[src/rtl/multicycle_ctrl.sv]
// ---------------------------------------------------------------------------
// multicycle_ctrl
//
// Sequencing controller for a multi-cycle MIPS-subset datapath
// (addu, subu, ori, lw, sw, beq, lui, jal, jr, nop). A FETCH / DECODE /
// EXEC / MEM / WB state machine shares one ALU, one memory port and the
// register-file write port across cycles. It decodes the IR opcode and
// funct fields and drives every datapath enable and mux select.
//
// Ports
//   clk          in   system clock, rising edge
//   reset_n      in   asynchronous active-low reset
//   op_code[5:0] in   IR[31:26]
//   funct[5:0]   in   IR[5:0]
//   alu_is0      in   ALU result is zero (used by beq in EXEC)
//   mem_ready    in   data memory completes the access this cycle
//   ir_we/pc_we  out  IR load / PC load
//   npc_op[2:0]  out  000 PC+4, 001 branch, 010 jal target, 011 jr
//   alu_op[2:0]  out  000 add, 001 sub, 010 or
//   ext_op[1:0]  out  00 zero, 01 sign, 10 lui
//   grf_we/DM_we out  register-file write / data-memory write
//   mux_grf_a3   out  00 rd, 01 rt, 10 $31
//   mux_grf_wd   out  000 ALUOut, 001 MDR, 010 ext, 011 PC
//   mux_alu_in2  out  00 rt data, 01 ext
//   state[2:0]   out  FETCH 0, DECODE 1, EXEC 2, MEM 3, WB 4
//   instr_done   out  pulse on the last cycle of each instruction
//   illegal      out  pulse in DECODE for an unrecognised encoding
//   instr_cnt    out  retired-instruction count (wraps)
// ---------------------------------------------------------------------------
module multicycle_ctrl (
  input  logic        clk,
  input  logic        reset_n,
  input  logic [5:0]  op_code,
  input  logic [5:0]  funct,
  input  logic        alu_is0,
  input  logic        mem_ready,
  output logic        ir_we,
  output logic        pc_we,
  output logic [2:0]  npc_op,
  output logic [2:0]  alu_op,
  output logic [1:0]  ext_op,
  output logic        grf_we,
  output logic        DM_we,
  output logic [1:0]  mux_grf_a3,
  output logic [2:0]  mux_grf_wd,
  output logic [1:0]  mux_alu_in2,
  output logic [2:0]  state,
  output logic        instr_done,
  output logic        illegal,
  output logic [31:0] instr_cnt
);

  localparam logic [2:0] S_FETCH  = 3'd0;
  localparam logic [2:0] S_DECODE = 3'd1;
  localparam logic [2:0] S_EXEC   = 3'd2;
  localparam logic [2:0] S_MEM    = 3'd3;
  localparam logic [2:0] S_WB     = 3'd4;

  logic [2:0]  r_state;
  logic [2:0]  w_next;
  logic [31:0] r_instr_cnt;

  // Instruction decode
  logic w_rtype, w_addu, w_subu, w_nop, w_jr;
  logic w_ori, w_lw, w_sw, w_beq, w_lui, w_jal, w_legal;

  assign w_rtype = (op_code == 6'h00);
  assign w_addu  = w_rtype && (funct == 6'h21);
  assign w_subu  = w_rtype && (funct == 6'h23);
  assign w_nop   = w_rtype && (funct == 6'h00);
  assign w_jr    = w_rtype && (funct == 6'h08);
  assign w_ori   = (op_code == 6'h0d);
  assign w_lw    = (op_code == 6'h23);
  assign w_sw    = (op_code == 6'h2b);
  assign w_beq   = (op_code == 6'h04);
  assign w_lui   = (op_code == 6'h0f);
  assign w_jal   = (op_code == 6'h03);
  assign w_legal = w_addu | w_subu | w_nop | w_jr | w_ori | w_lw |
                   w_sw | w_beq | w_lui | w_jal;

  // State register
  always_ff @(posedge clk or negedge reset_n) begin
    if (!reset_n) r_state <= S_FETCH;
    else          r_state <= w_next;
  end

  // Next-state logic
  always_comb begin
    w_next = S_FETCH;
    case (r_state)
      S_FETCH:  w_next = S_DECODE;
      S_DECODE: begin
        if (w_jal || w_jr || w_nop || !w_legal) w_next = S_FETCH;
        else                                     w_next = S_EXEC;
      end
      S_EXEC: begin
        if (w_lw || w_sw)                          w_next = S_MEM;
        else if (w_addu || w_subu || w_ori || w_lui) w_next = S_WB;
        else                                         w_next = S_FETCH;
      end
      S_MEM: begin
        if (!mem_ready) w_next = S_MEM;
        else if (w_lw)  w_next = S_WB;
        else            w_next = S_FETCH;
      end
      default: w_next = S_FETCH;
    endcase
  end

  // Output logic (enables are gated by reset further below)
  logic w_ir_we, w_pc_we, w_grf_we, w_dm_we, w_done, w_illegal;

  always_comb begin
    w_ir_we     = 1'b0;
    w_pc_we     = 1'b0;
    w_grf_we    = 1'b0;
    w_dm_we     = 1'b0;
    w_done      = 1'b0;
    w_illegal   = 1'b0;
    npc_op      = 3'b000;
    alu_op      = 3'b000;
    ext_op      = 2'b00;
    mux_grf_a3  = 2'b00;
    mux_grf_wd  = 3'b000;
    mux_alu_in2 = 2'b00;
    case (r_state)
      S_FETCH: begin
        w_ir_we = 1'b1;
        w_pc_we = 1'b1;
      end
      S_DECODE: begin
        if (w_jal) begin
          // PC already holds PC+4, so it is the link value written to $31
          w_pc_we    = 1'b1;
          npc_op     = 3'b010;
          w_grf_we   = 1'b1;
          mux_grf_a3 = 2'b10;
          mux_grf_wd = 3'b011;
          w_done     = 1'b1;
        end else if (w_jr) begin
          w_pc_we = 1'b1;
          npc_op  = 3'b011;
          w_done  = 1'b1;
        end else if (w_nop) begin
          w_done = 1'b1;
        end else if (!w_legal) begin
          w_illegal = 1'b1;
          w_done    = 1'b1;
        end
      end
      S_EXEC: begin
        if (w_subu || w_beq) alu_op = 3'b001;
        else if (w_ori)      alu_op = 3'b010;
        if (w_ori || w_lw || w_sw) mux_alu_in2 = 2'b01;
        if (w_lw || w_sw || w_beq) ext_op = 2'b01;
        else if (w_lui)            ext_op = 2'b10;
        if (w_beq) begin
          w_pc_we = alu_is0;
          npc_op  = 3'b001;
          w_done  = 1'b1;
        end
      end
      S_MEM: begin
        // Write is held until the memory accepts it
        if (w_sw) begin
          w_dm_we = 1'b1;
          w_done  = mem_ready;
        end
      end
      S_WB: begin
        w_grf_we = 1'b1;
        w_done   = 1'b1;
        if (w_ori || w_lw || w_lui) mux_grf_a3 = 2'b01;
        if (w_lw)       mux_grf_wd = 3'b001;
        else if (w_lui) mux_grf_wd = 3'b010;
      end
      default: ;
    endcase
  end

  // Reset must silence every enable at once, even though FETCH is the
  // reset state and would otherwise raise ir_we/pc_we.
  assign ir_we      = w_ir_we   & reset_n;
  assign pc_we      = w_pc_we   & reset_n;
  assign grf_we     = w_grf_we  & reset_n;
  assign DM_we      = w_dm_we   & reset_n;
  assign instr_done = w_done    & reset_n;
  assign illegal    = w_illegal & reset_n;

  // Retired-instruction counter
  always_ff @(posedge clk or negedge reset_n) begin
    if (!reset_n)    r_instr_cnt <= 32'd0;
    else if (w_done) r_instr_cnt <= r_instr_cnt + 32'd1;
  end

  assign state     = r_state;
  assign instr_cnt = r_instr_cnt;

endmodule

[config.mk]
export PLATFORM = sky130hd
export DESIGN_NAME = multicycle_ctrl
export DESIGN_NICKNAME = d
export VERILOG_FILES = /design/src/rtl/multicycle_ctrl.sv
export SDC_FILE = /design/constraint.sdc
export NUM_CORES = 1
export LEC_CHECK = 0
export BUFFER_PORTS_ARGS = -buffer_cell sky130_fd_sc_hd__clkbuf_2
export CAP_MARGIN = 20
export CELL_PAD_IN_SITES_DETAIL_PLACEMENT = 1
export CELL_PAD_IN_SITES_GLOBAL_PLACEMENT = 2
export CORE_AREA = 2 2 87 89
export CTS_CLUSTER_DIAMETER = 60
export CTS_CLUSTER_SIZE = 16
export DETAILED_ROUTE_END_ITERATION = 16
export DIE_AREA = 0 0 89 91
export PLACE_DENSITY_LB_ADDON = 0.1
export SYNTH_ARGS = -nofsm -noshare
export SYNTH_HDL_FRONTEND = slang
export SYNTH_SLANG_ARGS = --single-unit
[constraint.sdc]
create_clock -name clk -period 5.3 [get_ports clk]
set_clock_uncertainty 0.2 [all_clocks]
set_input_delay 1.06 -clock clk [delete_from_list [all_inputs] [get_ports clk]]
set_output_delay 1.06 -clock clk [all_outputs]
set_load 0.02 [all_outputs]
==> results.md, run 1 <==
* Slew Limit Fails at 0
* DIE WIDTH at ~89 um
* Antenna viol nets, final at 0
* GRT Total Usage at 16.0%
* Hold depth at 1
* Share of cells above drive strength 1 at a little under two fifths
* Setup TNS at 0 ns
* Core Area at between 7000 and 8000 um^2
* Main synth FF type: dfrtp_1
* LEAKAGE at between 1 and 1.5 nW
* R2R Setup Slk at about 2.8 ns
* Iteration-0 DRC Markers at between 70 and 80
* Worst hold slack at approximately 0.27 ns
* Top cells by count, synth: 35 x dfrtp_1, 30 x xor2_1, 23 x nand4_1
* Router iterations before antenna repair at 4
* Tcrit/Tclk final at between 70% and 80%
* Hold_buf cts at 0
* CTS tree: built
* Worst Setup SP: op_code[2]
* Status: finished clean
* Syn avg cell area at 10.0 um^2
* Vias in the first global route at 1993
* Worst skew pair latency at about 0.29 ns
* Kind of critical path: in -> out
* Worst vdd ir at around 210 uV
* Worst setup EP type: output pin
* Slew headroom at roughly a third
* RD Place Congestion at around 0.78
* Post-route cell area at between 2000 and 3000 um^2
* Die area at ~8100 um^2
* Worst reg2reg path depth at 5
* Seq/Total Area, Yosys at 37.1%
* Final hold vios at 0
* Top-count cell post-synth: dfrtp_1
* Vias/cell at 5.04
* Max-cap violations at 0
* CTS Sinks at 35
* Routed WL at roughly 6200 um
* Cts bufs inserted at 5
* Post-CTS Setup Inserts at 0
* Final Setup Violations at 0
* Worst path arrival time at 2.80 ns
* First-pass GRT wire length at 10300 um
* Post-CTS sizing at 0
* Yosys cell types at 45
* Warnings, synthesis at 0
* I/O pin count at just over 70
* Worst EP required at ~4.0 ns
* Tmin final at a little over 4 ns
* RSZ-0062 raised after global routing: false
* Seq cells post-synth at 35
* P&R area growth vs syn at 18.4%
* Grt total ovfl at 0
* Top cell type's share of synthesized area at 37.1%
* Antenna violations before repair at 0
* Finished Core Util at 39.2%
* Number of core rows at 31
* I/O Buffers at 67
* Largest net degree at the start of global routing at 32
* DRC viols at 0
* Largest area contributor in the netlist: dfrtp_1
* P per Cell Area at ~530 nW/um^2
* Async SR Flop Fraction at 100%
* Area after DPL at between 2000 and 3000 um^2
* Fmax at ~250 MHz
* CTS max path bufs at 2
* FF-to-FF Start: instr_cnt[2]$_DFFE_PN0P_
* Die extent in y at between 90 and 100 um
* Vias post-DR at approximately 2000
* Reg clk slew, reported paths at around 0.080 ns
* Synth area leaders: dfrtp_1 37%, xor2_1 11%, a21oi_2 7.4%, nand4_1 6.1%, nand3_1 3.6%
* Synthesized area at roughly 2400 um^2
* Initial Util at about 33%
* Cells after Synth at roughly 240
* R2R Path End: instr_cnt[29]$_DFFE_PN0P_
* # H-tree levels at 2
* Worst slew pin tran at between 0.9 and 1 ns
* Post-DP HPWL at ~4700 um
* DR WL/cell at between 15 and 20 um
* Setup crit end: instr_done
* HP Class: reg -> reg
* Diodes inserted at 0
* CTS Root Cell: clkbuf_8
* Post-synth EDFFs at 0
* CP max FO at 31
* Worst Setup Start Kind: input pin
* Nets at between 300 and 400
==> stage by stage <==
stage	instances	setup WS, ns	power [mW]
after floorplan	238	1.54	1.03
after global placement	389	1.26	1.26
final	397	1.24	1.47
after detailed placement	389	1.24	1.27
after global routing	397	1.05	1.58
after CTS	397	1.23	1.49
==> routing by layer <==
metal / GRT usage (%) / vias up / part of all wire [%]
met5: 0 / - / 0
met4: 2.99 / 0 / 0.56
met3: 2.82 / 4 / 3.1
met2: 25.4 / 38 / 48
met1: 22.8 / 979 / 49
li1: - / 978 / -
==> cell type report <==
class | count | area (um^2)
clock buffers | 8 | 100
fillers | 880 | 4340
inverters | 3 | 11.3
multi-input cells | 183 | 1330
flip-flops and latches | 35 | 876
well taps | 99 | 124
repair buffers | 69 | 350
==> cell families (layout without fill, tap and decap cells) <==
group,count (synthesis),after routing,synth area share (%)
compound gates,48,48,18.3
xor+xnor,31,31,11.5
fa+ha+maj,1,1,0.530
buf+inv,20,80,6.89
flops,35,35,37.1
mux,1,1,0.477
other cells,1,4,0.159
simple gates,98,98,25.1
==> placed cells by master, fill, tap and decap left out, types with 7 or more instances in the layout <==
| master | instances |
|---|---|
| clkbuf_2 | 67 |
| nand4_1 | 23 |
| nand3_1 | 17 |
| dfrtp_1 | 35 |
| a21oi_1 | 7 |
| xor2_1 | 30 |
| a21oi_2 | 20 |
| nand2_1 | 10 |
| nor2_1 | 11 |
| clkbuf_8 | 7 |
==> worst max-delay path, stage by stage <==
cell	delay, ns
clkbuf_2	0.12
nor3b_1	0.45
nand3_1	0.22
o211a_4	0.36
and2_1	0.28
nor2b_1	0.11
clkbuf_2	0.17
==> registers in the layout, summed over array words and instances, names as in the netlist <==
name,flops
instr_cnt,32
state,3
==> how the worst min path moves through the flow <==
| stage | from | to | slack (ns) |
|---|---|---|---|
| after floorplan | instr_cnt[31]$_DFFE_PN0P_ | instr_cnt[31]$_DFFE_PN0P_ | 0.38 |
| after global placement | instr_cnt[31]$_DFFE_PN0P_ | instr_cnt[31]$_DFFE_PN0P_ | 0.26 |
| after detailed placement | instr_cnt[31]$_DFFE_PN0P_ | instr_cnt[31]$_DFFE_PN0P_ | 0.26 |
| after CTS | instr_cnt[31]$_DFFE_PN0P_ | instr_cnt[31]$_DFFE_PN0P_ | 0.27 |
| after global routing | instr_cnt[31]$_DFFE_PN0P_ | instr_cnt[31]$_DFFE_PN0P_ | 0.29 |
| final | instr_cnt[31]$_DFFE_PN0P_ | instr_cnt[31]$_DFFE_PN0P_ | 0.27 |
==> power by group <==
group	internal, mW	switching (mW)
combinational	0.251	0.469
clock	0.119	0.0992
sequential	0.375	0.157
(Power assumes the default switching activity.)
==> inputs of run 2 (changes only) <==
--- a/config.mk
+++ b/config.mk
@@ -5,15 +5,16 @@
 export SDC_FILE = /design/constraint.sdc
 export NUM_CORES = 1
 export LEC_CHECK = 0
+export ABC_AREA = 1
 export BUFFER_PORTS_ARGS = -buffer_cell sky130_fd_sc_hd__clkbuf_2
 export CAP_MARGIN = 20
 export CELL_PAD_IN_SITES_DETAIL_PLACEMENT = 1
 export CELL_PAD_IN_SITES_GLOBAL_PLACEMENT = 2
-export CORE_AREA = 2 2 87 89
+export CORE_AREA = 2 2 101 103
 export CTS_CLUSTER_DIAMETER = 60
 export CTS_CLUSTER_SIZE = 16
 export DETAILED_ROUTE_END_ITERATION = 16
-export DIE_AREA = 0 0 89 91
+export DIE_AREA = 0 0 103 105
 export PLACE_DENSITY_LB_ADDON = 0.1
 export SYNTH_ARGS = -nofsm -noshare
 export SYNTH_HDL_FRONTEND = slang
==> constraint.sdc (replaced) <==
create_clock -name clk -period 3.9 [get_ports clk]
set_clock_uncertainty 0.2 [all_clocks]
set_input_delay 0.78 -clock clk [delete_from_list [all_inputs] [get_ports clk]]
set_output_delay 0.78 -clock clk [all_outputs]
set_load 0.02 [all_outputs]
==> run 2 against run 1 <==
  * First-iteration DRC count grew 59%
  * Non-clock buffer count rose by 1
  * Critical path depth up 2
  * Sequential cell count stayed put
  * Final area increased by 14%
  * Critical path type unchanged
  * Highest routed layer unchanged
==> results.md, run 2 <==
* Status: finished clean
* Max-cap violations at 0
* FILL cells at approximately 1300
* Routed WL at just over 9000 um
* Warnings, synthesis at 0
* Max FFs per register at 32
* R2R Setup Slk at between 1.5 and 2 ns
* Worst slew pin tran at around 0.63 ns
* Syn avg cell area at 6.40 um^2
* Router iterations before antenna repair at 4
* Vias/cell at 4.67
* Top-count cell post-synth: nand2_1
* LEAKAGE at roughly 1.6 nW
* Worst Setup Start Kind: input pin
* GRT Total Usage at between 10% and 20%
* Async SR Flop Fraction at 100%
* Post-synth EDFFs at 0
* Worst path arrival time at about 2.1 ns
* CTS tree: built
* DRC viols at 0
* Worst hold slack at between 0.3 and 0.4 ns
* Final Setup Violations at 0
* Area after DPL at a little over 3000 um^2
* Most frequent cells in the layout: 163 x nand2_1, 67 x clkbuf_2, 64 x nor2_1
* HP Class: in -> async
* FF-to-FF Start: state[2]$_DFF_PN0_
* Crit-path max cell delay at roughly 0.27 ns
* Core Area at just under 10000 um^2
* RSZ-0062 raised after global routing: false
* P&R area growth vs syn at 19.1%
* Pwr Total at about 1.1 mW
* Largest net degree at the start of global routing at 37
* CP max FO at 34
* Slew headroom at a little under 60%
* Cells after Synth at about 420
* Initial Util at ~28%
* Fmax at between 300 and 400 MHz
* Share of cells above drive strength 1 at about 19%
* Post-synthesis simple-gate area fraction at between 40% and 50%
* Number of core rows at 36
* DIE WIDTH at 103 um
* Main synth FF type: dfrtp_1
* Area share of fa/ha/maj cells after synthesis at less than 1%
* Hold_buf cts at 0
* Cts bufs inserted at 5
* Synth area leaders: dfrtp_1 33%, nand2_1 23%, nor2_1 9.0%, nand4_1 8.2%, xor2_1 4.6%
* Post-Synth XOR/XNOR Area at between 8 and 9%
* I/O pin count at between 70 and 80
* Reg clk slew, reported paths at 0.09 ns
* Most used cell, CP: clkbuf_2
* Post-DP HPWL at roughly 7100 um
* Post-route cell area at 3190 um^2
* Commonest non-fill, non-tap cell in the layout: nand2_1
* Tcrit/Tclk final at between 70% and 80%
* Grt total ovfl at 0
* Vias in the first global route at between 3000 and 4000
* Seq cells post-synth at 35
* CTS max path bufs at 2
* Slowest stage cell, crit path: inv_2
* # H-tree levels at 2
* Seq/Total Area, Yosys at about a third
* P per Cell Area at between 300 and 400 nW/um^2
* Largest family of logic cells by synthesized area: simple AND/OR/NAND/NOR gates
* RD Place Congestion at slightly above 0.8
* Diodes inserted at 0
* Die area at approximately 11000 um^2
* DR WL/cell at 14.7 um
* Final hold vios at 0
* First-pass GRT wire length at 15400 um
* Area fraction in compound gates after synthesis at 1.77%
* CTS Root Cell: clkbuf_8
* Iteration-0 DRC Markers at 113
* Post-CTS Setup Inserts at 0
* Antenna violations before repair at 0
* Worst skew pair latency at 0.30 ns
* CTS Sinks at 35
* Worst reg2reg path depth at 8
* Worst setup EP type: output pin
* Top cells by count, synth: 163 x nand2_1, 64 x nor2_1, 35 x dfrtp_1, 35 x nand4_1, 32 x inv_1
* R2R Path End: instr_cnt[19]$_DFFE_PN0P_
* Top cell type's share of synthesized area at about a third
* Slew Limit Fails at 0
* Largest area contributor in the netlist: dfrtp_1
* Setup TNS at 0 ns
* Worst vdd ir at between 200 and 250 uV
* Yosys cell types at 27
* Kind of critical path: in -> out
* Antenna viol nets, final at 0
* Synthesized area at ~2700 um^2
* Crit-path cells: clkbuf_2 -> nor2_2 -> nand3_1 -> nor2_1 -> inv_2 -> nand3_4 -> nand2_1 -> inv_1 -> clkbuf_2
* Vias post-DR at about 2900
* I/O Buffers at 67
* Finished Core Util at between 30% and 40%
* Post-CTS sizing at 0
* Worst EP required at slightly below 3 ns
* Multiplexer share of the synthesized area at 0%
* Nets at 500
* Die extent in y at 105 um
* Tmin final at slightly above 3 ns
-- run 2: cell count changes in the layout (fill, tap and decap cells not counted), moves of 6 or more --
cell     previous run  this run
xor2_1             30        14
xnor2_1             1        11
nand2_1            10       163
a21oi_2            20         0
and4_1              6         0
nand4_1            23        35
nand3_1            17        11
inv_1               2        32
nor2_1             11        64
-- run 2: final cells by class --
cell class / count / area, um^2 / share of cell area [%]
clock inverter: 1 / 5.00 / 0.157
tap: 133 / 166 / 5.21
clock buffer: 7 / 76.3 / 2.39
sequential: 35 / 876 / 27.4
inverter: 38 / 143 / 4.47
timing repair buffer: 70 / 358 / 11.2
multi-input combinational: 333 / 1570 / 49.1
-- run 2: cell families (layout without fill, tap and decap cells) --
family	after synthesis	count (layout)
buffers and inverters	54	116
adders and majority gates	1	1
xor gates and xnor gates	25	25
other	1	4
DFF	35	35
AOI/OAI and AO/OA	9	9
and+or+nand+nor	294	294
-- run 2: worst max-delay path, delay by kind of cell --
kind / cells / cell delay, ns
buf+inv: 4 / 0.59
simple gates: 5 / 0.75
-- run 2: routing by layer --
| metal | vias to the layer above | track usage, % | share of wire, % |
|---|---|---|---|
| li1 | 1450 | - | - |
| met1 | 1362 | 24.7 | 49 |
| met2 | 62 | 28.8 | 46 |
| met3 | 9 | 2.81 | 3.3 |
| met4 | 0 | 3.76 | 1.2 |
| met5 | - | 0 | 0 |
-- run 2: worst max path at each step --
stage                     cells past startpoint  slack, ns        endpoint       start
final                                         9       0.80      instr_done  op_code[5]
after global routing                         10       0.57      instr_done  op_code[2]
after CTS                                    10       0.77      instr_done  op_code[2]
after detailed placement                     10       0.78      instr_done  op_code[2]
after global placement                        9       0.81      instr_done  op_code[5]
after floorplan                               6       0.94  mux_alu_in2[0]  op_code[5]
-- run 2: power by group --
part	internal [mW]	switching [mW]	total (mW)	leakage (nW)
logic	0.119	0.293	0.412	1.11
registers	0.395	0.0519	0.447	0.481
clock network	0.126	0.144	0.270	0.0422
-- run 2: through the flow --
stage	instances	setup WS (ns)
floorplan	422	0.941
global placement	609	0.810
detailed placement	609	0.778
CTS	617	0.766
global route	617	0.567
finish	617	0.797
==> inputs of run 3 (changes only) <==
--- a/config.mk
+++ b/config.mk
@@ -10,11 +10,11 @@
 export CAP_MARGIN = 20
 export CELL_PAD_IN_SITES_DETAIL_PLACEMENT = 1
 export CELL_PAD_IN_SITES_GLOBAL_PLACEMENT = 2
-export CORE_AREA = 2 2 101 103
+export CORE_AREA = 2 2 107 109
 export CTS_CLUSTER_DIAMETER = 60
 export CTS_CLUSTER_SIZE = 16
 export DETAILED_ROUTE_END_ITERATION = 16
-export DIE_AREA = 0 0 103 105
+export DIE_AREA = 0 0 109 111
 export PLACE_DENSITY_LB_ADDON = 0.1
 export SYNTH_ARGS = -nofsm -noshare
 export SYNTH_HDL_FRONTEND = slang
==> constraint.sdc (replaced) <==
create_clock -name clk -period 2.83 [get_ports clk]
set_clock_uncertainty 0.2 [all_clocks]
set_input_delay 0.566 -clock clk [delete_from_list [all_inputs] [get_ports clk]]
set_output_delay 0.566 -clock clk [all_outputs]
set_load 0.02 [all_outputs]
==> run 3 against run 2 <==
  * Critical path depth shrank 1
  * Final area grew 3.1%
  * Sequential share of layout area shrank 0.81 points
  * Clock power up 110%
  * Clock-buffer cell count shrank 1
  * Hold slack lost 0.18 ns
  * Routed wire length is 7.5% higher
  * Die area increased by 12%
  * Largest cell class unchanged
  * Highest routed layer unchanged
==> results.md, run 3 (synthesis results as in run 2) <==
* Status: finished clean
* Worst reg2reg path depth at 8
* Diodes inserted at 0
* Fmax at 377 MHz
* First-pass GRT wire length at approximately 16000 um
* CTS Sinks at 35
* Core Area at 11100 um^2
* Worst Setup Start Kind: register
* Largest net degree at the start of global routing at 37
* Nets at 503
* Clk pwr share at 32.1%
* Post-CTS Setup Inserts at 0
* Slew Limit Fails at 0
* Vias in the first global route at about 3100
* Die area at between 10000 and 15000 um^2
* Routed WL at 9770 um
* Tcrit/Tclk final at ~94%
* Most used cell, CP: nand2_1
* Worst setup EP type: output pin
* Die extent in y at about 110 um
* CP max FO at 6
* Slew headroom at 59.2%
* Post-CTS sizing at 0
* Bufs and invs on worst path at 2
* Crit-path cells: nor3_2 -> inv_1 -> nor2_1 -> a21oi_1 -> nand2_1 -> nand2_1 -> nand2_1 -> clkbuf_2
* CTS max path bufs at 2
* HP Class: in -> async
* Iteration-0 DRC Markers at 109
* Tmin final at roughly 2.7 ns
* Final Setup Violations at 0
* Post-place setup slack at roughly 0.28 ns
* Worst slew pin tran at 0.607 ns
* Grt total ovfl at 0
* FILL cells at 1448
* Antenna viol nets, final at 0
* Max-cap violations at 0
* Cts bufs inserted at 5
* CTS tree: built
* Worst EP required at 2.06 ns
* Vias/cell at around 4.7
* Kind of critical path: reg -> out
* Worst skew pair latency at 0.29 ns
* RD Place Congestion at roughly 0.81
* Final hold vios at 0
* Combinational Power Share at between 30% and 40%
* Share of cells above drive strength 1 at between 10% and 20%
* Antenna violations before repair at 0
* P&R area growth vs syn at 22.8%
* Pwr Total at ~1.8 mW
* Hold_buf cts at 0
* Commonest non-fill, non-tap cell in the layout: nand2_1
* RSZ-0062 raised after global routing: false
* Router iterations before antenna repair at 4
* Worst vdd ir at between 300 and 400 uV
* Number of core rows at 39
* Sequential share of power at 34.8%
* Final WS setup at ~0.18 ns
* I/O Buffers at 67
* DIE WIDTH at about 110 um
* Internal power at 1.06 mW
* Post-route cell area at about 3300 um^2
* Multi-input gate area at roughly 1600 um^2
* Sw Share at around two fifths
* DRC viols at 0
* I/O pin count at 72
* Slowest stage cell, crit path: dfrtp_1
* Area after DPL at 3150 um^2
* Max FFs per register at 32
* P per Cell Area at 537 nW/um^2
* Initial Util at 24.2%
* DR WL/cell at about 16 um
* CP delay by family, top: simple AND/OR/NAND/NOR gates
* LEAKAGE at around 1.7 nW
* # H-tree levels at 2
* Worst hold slack at between 0.15 and 0.2 ns
* CTS Root Cell: clkbuf_16
* Psw at 0.712 mW
* Post-DP HPWL at roughly 7500 um
* Vias post-DR at a little under 3000
* Sequential cell area at 876 um^2
* Crit-path max cell delay at 0.45 ns
* CP Depth at 8
* Worst path arrival time at 1.89 ns
* Reg clk slew, reported paths at roughly 0.06 ns
* GRT Total Usage at about 17%
* Most frequent cells in the layout: 163 x nand2_1, 67 x clkbuf_2, 64 x nor2_1
* Setup TNS at 0 ns
[run 3: final timing paths]
| kind | slack (ns) | endpoint | startpoint |
|---|---|---|---|
| setup / recovery | 0.18 | pc_we | state[2]$_DFF_PN0_ |
| hold / removal | 0.16 | instr_cnt[8]$_DFFE_PN0P_ | reset_n |
| setup reg to reg | 0.65 | instr_cnt[30]$_DFFE_PN0P_ | instr_cnt[0]$_DFFE_PN0P_ |
| hold reg to reg | 0.39 | instr_cnt[1]$_DFFE_PN0P_ | instr_cnt[1]$_DFFE_PN0P_ |
| max in group asynchronous | 1.91 | instr_cnt[17]$_DFFE_PN0P_ | reset_n |
| min in group clk | 0.36 | state[2]$_DFF_PN0_ | mem_ready |
[run 3: stage by stage]
step	utilization (%)	cells
after floorplan	-	422
after global placement	28.4	622
after detailed placement	28.4	622
after CTS	29.7	629
after global routing	29.7	629
final	29.7	629
[run 3: area by class of cell]
class	count	area share, %
Timing Repair Buffer	73	11.6
Inverter	38	4.33
Sequential cell	35	26.6
Multi-Input combinational cell	333	47.7
Tap cell	143	5.44
Clock buffer	6	4.22
Clock inverter	1	0.152
[run 3: worst register-to-register path, stage by stage, from the launching register on]
cell and delay (ns):
dfrtp_1 0.44, ha_1 0.25, nand3_1 0.25, nor3_1 0.60, nand2_1 0.11, nand2_1 0.07, nand2_1 0.05, nand2_1 0.06
nand2_1 0.05
[run 3: routing by layer]
metal / up-vias / global-route usage (%) / wire (um)
met5: - / 0 / 0
met4: 0 / 3.16 / 74
met3: 7 / 2.47 / 248
met2: 45 / 27.1 / 4560
met1: 1421 / 24.8 / 4890
li1: 1455 / - / -
[run 3: power by group through the flow]
stage	logic (mW)	clock network, mW	registers, mW
2_1_floorplan	0.384	0	0.662
3_3_place_gp	0.589	0	0.623
3_5_place_dp	0.597	0	0.626
4_1_cts	0.600	0.582	0.617
5_1_grt	0.657	0.610	0.628
6_report	0.584	0.568	0.616
